File: config.mk
export PLATFORM = sky130hd
export DESIGN_NAME = ram_ctrl
export DESIGN_NICKNAME = d
export VERILOG_FILES = /design/src/rtl/ram_pkg.sv /design/src/rtl/ram_ctrl.sv
export SDC_FILE = /design/constraint.sdc
export NUM_CORES = 1
export LEC_CHECK = 0
export ABC_AREA = 1
export BUFFER_PORTS_ARGS = -buffer_cell sky130_fd_sc_hd__buf_2
export CORE_UTILIZATION = 55
export CTS_BUF_LIST = sky130_fd_sc_hd__clkbuf_8
export DETAILED_ROUTE_END_ITERATION = 12
export GPL_TIMING_DRIVEN = 0
export PLACE_DENSITY_LB_ADDON = 0.08
export SLEW_MARGIN = 20
export SYNTH_ARGS = -nofsm -noshare
export SYNTH_HDL_FRONTEND = slang
export SYNTH_SLANG_ARGS = --single-unit
File: constraint.sdc
create_clock -name clk -period 2.14 [get_ports clk]
set_clock_uncertainty 0.15 [all_clocks]
set_input_delay 0.107 -clock clk [delete_from_list [all_inputs] [get_ports clk]]
set_output_delay 0.107 -clock clk [all_outputs]
set_load 0.02 [all_outputs]
File: src/rtl/ram_pkg.sv
// Shared types and defaults for the ram / ram_ctrl pair.
package ram_pkg;

    localparam int unsigned RAM_DATA_W = 8;
    localparam int unsigned RAM_ADDR_W = 4;
    localparam logic [RAM_DATA_W-1:0] RAM_INIT_VAL = 8'h00;

    typedef enum logic [2:0] {
        ST_CLEAR,
        ST_IDLE,
        ST_WR,
        ST_RD,
        ST_RDW,
        ST_RSP
    } ctrl_state_e;

endpackage

File: src/rtl/ram_ctrl.sv
// Valid/ready front-end for ram: timed write/read cycles, held read response,
// and a full-depth fill sweep after reset or on a soft-clear strobe.
module ram_ctrl
    import ram_pkg::*;
#(
    parameter int unsigned       DATA_W         = RAM_DATA_W,
    parameter int unsigned       ADDR_W         = RAM_ADDR_W,
    parameter logic [DATA_W-1:0] INIT_VAL       = DATA_W'(RAM_INIT_VAL),
    parameter bit                CLEAR_ON_RESET = 1'b1
) (
    input  logic              clk,
    input  logic              rst_n,
    input  logic              req_valid,
    output logic              req_ready,
    input  logic              req_write,
    input  logic [ADDR_W-1:0] req_addr,
    input  logic [DATA_W-1:0] req_wdata,
    output logic              rsp_valid,
    input  logic              rsp_ready,
    output logic [DATA_W-1:0] rsp_rdata,
    input  logic              clr_start,
    output logic              init_done,
    output logic              ram_we,
    output logic [ADDR_W-1:0] ram_addr,
    output logic [DATA_W-1:0] ram_din,
    input  logic [DATA_W-1:0] ram_dout
);

    ctrl_state_e       state;
    logic [ADDR_W-1:0] cnt;

    assign req_ready = (state == ST_IDLE) && !clr_start;

    always_ff @(posedge clk or negedge rst_n) begin
        if (!rst_n) begin
            if (CLEAR_ON_RESET) begin
                state     <= ST_CLEAR;
                init_done <= 1'b0;
            end else begin
                state     <= ST_IDLE;
                init_done <= 1'b1;
            end
            cnt       <= '0;
            ram_we    <= 1'b0;
            ram_addr  <= '0;
            ram_din   <= '0;
            rsp_valid <= 1'b0;
            rsp_rdata <= '0;
        end else begin
            ram_we <= 1'b0;
            case (state)
                ST_CLEAR: begin
                    ram_we    <= 1'b1;
                    ram_addr  <= cnt;
                    ram_din   <= INIT_VAL;
                    cnt       <= cnt + 1'b1;
                    init_done <= 1'b0;
                    if (cnt == '1) begin
                        state <= ST_IDLE;
                    end
                end
                ST_IDLE: begin
                    if (clr_start) begin
                        state     <= ST_CLEAR;
                        init_done <= 1'b0;
                    end else begin
                        init_done <= 1'b1;
                        // ram_addr/ram_din double as the request latch, so the
                        // ram sees the request in the very next cycle.
                        if (req_valid) begin
                            ram_addr <= req_addr;
                            if (req_write) begin
                                ram_we  <= 1'b1;
                                ram_din <= req_wdata;
                                state   <= ST_WR;
                            end else begin
                                state <= ST_RD;
                            end
                        end
                    end
                end
                ST_WR: state <= ST_IDLE;
                ST_RD: state <= ST_RDW;
                ST_RDW: begin
                    rsp_rdata <= ram_dout;
                    rsp_valid <= 1'b1;
                    state     <= ST_RSP;
                end
                ST_RSP: begin
                    if (rsp_ready) begin
                        rsp_valid <= 1'b0;
                        state     <= ST_IDLE;
                    end
                end
                default: state <= ST_IDLE;
            endcase
        end
    end

endmodule

==> results.sh <==
export IMPL_max_freq_ghz=0.5550
export IMPL_synth_cell_types=22
export IMPL_worstSkewPairLatency_ns=0.28
export IMPL_r2r_cells=6
export IMPL_die_area_um2=2777
export IMPL_fin_area_um2=1978
export IMPL_grt_total_usage=0.2718
export IMPL_path_class="flop to output pin"
export IMPL_p_per_area_nw_per_um2=1541
export IMPL_fp_coreArea_um2=2455
export IMPL_ctsResizeCount=0
export IMPL_ys_seq_area_frac=0.5310
export IMPL_rsz0062_at_grt="false"
export IMPL_start_util=0.5759
export IMPL_cts_root_buffer="clkbuf_8"
export IMPL_worstPathArrival_ns=1.54
export IMPL_grt_overflow_total=0
export IMPL_ant_nets=0
export IMPL_cellLeakagePower_nw=1.088
export IMPL_fin_tns_setup_ns=0
export IMPL_p_total_mw=3.049
export IMPL_hold_viol_final=0
export IMPL_reg2reg_from="state[1]"
export IMPL_hp_class="primary input to flop"
export IMPL_firstDrtPassIters=4
export IMPL_cts_buffer_depth=2
export IMPL_netlist_area_um2=1414
export IMPL_antenna_found_initial=0
export IMPL_syn2layout_area_growth_pct=39.91
export IMPL_grt_max_degree=31
export IMPL_cp_end_kind="output pin"
export IMPL_rows=18
export IMPL_worstReg2RegEnd="state[1]"
export IMPL_worstHoldEndpoint="ram_addr[2]"
export IMPL_synthCells=158
export IMPL_tightest_slew_ns=0.6558
export IMPL_max_stage_delay_ns=0.45
export IMPL_fin_nets=260
export IMPL_routedWlPerCell_um=12.25
export IMPL_drive_gt1_frac=0.3419
export IMPL_die_w_um=52.70
export IMPL_h_tree_depth=2
export IMPL_clkSinkCount=30
export IMPL_num_vias=1307
export IMPL_status="finished, final reports clean"
export IMPL_cts_buffers=5
export IMPL_path_max_fanout=10
export IMPL_post_dp_cell_area_um2=1697
export IMPL_path_clk_slew_ns=0.06
export IMPL_crit_chain="nor2_8 > buf_6 > nand3_1 > inv_1 > buf_2"
export IMPL_r2r_slack_ns=0.72
export IMPL_finalWirelength_um=3233
export IMPL_ios=50
export IMPL_avgViaCountPerCell=4.951
export IMPL_ys_seq_elements=30
export IMPL_dpl_hpwl_um=2164
export IMPL_crit_required_ns=1.88
export IMPL_syn_nets=185
export IMPL_layout_commonest_cell="nand2_1"
export IMPL_fin_crit_sh=0.8419
export IMPL_hp_start="req_addr[2]"
export IMPL_avgSynthCellArea_um2=8.948
export IMPL_diodes=0
export IMPL_cp_slowest_cell="dfrtp_1"
export IMPL_port_buffers=49
export IMPL_finalSetupViolCount=0
export IMPL_ir_worst_vdd_mv=1.078
export IMPL_die_h_um=52.70
export IMPL_grt_pass1_wl_um=5264
export IMPL_post_route_min_period_ns=1.802
export IMPL_cap_viol_max_count=0
export IMPL_fin_hold_ws_ns=0.01088
export IMPL_grt_pass1_vias=1241
export IMPL_cts_tree="yes"
export IMPL_min_delay_path_depth=5
export IMPL_drc=0
export IMPL_drt_iter0_markers=16
export IMPL_yosys_warnings=0
export IMPL_drv_slew=0
export IMPL_routabilityCongestion=0.7637
export IMPL_layout_common_cells="63 x nand2_1, 50 x buf_2, 30 x dfrtp_1"
export IMPL_start_kind="flop"
export IMPL_slew_headroom=0.5628
## where the power goes
part / leakage [nW] / internal (mW) / switching (mW) / total [mW]
Combinational: 0.658 / 0.586 / 1.03 / 1.61
Clock: 0.0524 / 0.254 / 0.199 / 0.452
Sequential: 0.377 / 0.822 / 0.160 / 0.982
## cell type report
cell class                      instances  area, um2
Buffer                                  5      50.05
Clock buffer                            6      82.58
Clock inverter                          2      8.758
Fill cell                             168      476.7
Inverter                                9      36.28
Multi-Input combinational cell        114      576.8
Sequential cell                        30      750.7
Tap cell                               30      37.54
Timing Repair Buffer                   68      435.4
## flip-flops by register name (all words and copies together) (netlist names)
signal	count
init_done	1
ram_addr	4
ram_we	1
ram_din	8
rsp_valid	1
cnt	4
rsp_rdata	8
state	3
## synth_stat cells
| master | count | area share |
|---|---|---|
| ha_1 | 1 | 0.0088 |
| o21ai_2 | 8 | 0.050 |
| o211ai_1 | 1 | 0.0053 |
| o21ai_4 | 1 | 0.012 |
| a31oi_1 | 1 | 0.0044 |
| inv_1 | 6 | 0.016 |
| xnor2_1 | 1 | 0.0062 |
| nand3_1 | 20 | 0.071 |
| nor2_1 | 8 | 0.021 |
| nand2_2 | 1 | 0.0044 |
| nand2_1 | 63 | 0.17 |
| buf_6 | 4 | 0.032 |
| inv_4 | 1 | 0.0044 |
| nor2_8 | 1 | 0.014 |
| nor2_2 | 3 | 0.013 |
| dfrtp_1 | 30 | 0.53 |
| xor2_1 | 2 | 0.012 |
| nand3_2 | 1 | 0.0071 |
| inv_2 | 2 | 0.0053 |
| buf_2 | 1 | 0.0035 |
| nand2_4 | 1 | 0.0080 |
| a21oi_1 | 1 | 0.0035 |
## through the flow
| step | setup WS (ns) | util | cells |
|---|---|---|---|
| after floorplan | 0.8408 | - | 158 |
| after global placement | 0.6951 | 0.6911 | 237 |
| after detailed placement | 0.6483 | 0.6911 | 237 |
| after global routing | 0.2727 | 0.8058 | 264 |
| after CTS | 0.3408 | 0.8058 | 264 |
| final | 0.3383 | 0.8058 | 264 |
## timing repair
action	4_1_cts	5_1_grt
setup buffers	0	0
hold buffers	19	0
hold endpoints to repair	48	0
## layer usage
metal,up-vias,routed length (um),track usage
li1,653,-,-
met1,604,1430,0.3142
met2,43,1552,0.4473
met3,7,212,0.1101
met4,0,38,0.1009
met5,-,0,0
## worst max-delay path, delay by kind of cell, from the launching register on
family,cells,cell delay (ns)
DFF,1,0.45
buffers and inverters,3,0.42
and+or+nand+nor,2,0.38
## logic make-up after synthesis
kind of cell	count (synthesis)	synth area share
AO/OA/AOI/OAI	12	0.07434
AND/OR/NAND/NOR	98	0.3062
adder cells (fa/ha/maj)	1	0.008848
flip-flops	30	0.5310
XOR/XNOR	3	0.01859
buffers and inverters	14	0.06106
## worst max-delay path by stage
stage | start | to | slack [ns] | cells after the start
2_1_floorplan | state[1] | req_ready | 0.84 | 4
6_report | state[1] | req_ready | 0.34 | 5
4_1_cts | state[1] | req_ready | 0.34 | 5
3_3_place_gp | state[1] | req_ready | 0.70 | 5
3_5_place_dp | state[1] | req_ready | 0.65 | 5
5_1_grt | state[1] | req_ready | 0.27 | 5
No activity file was read; power rests on OpenSTA's default activity.
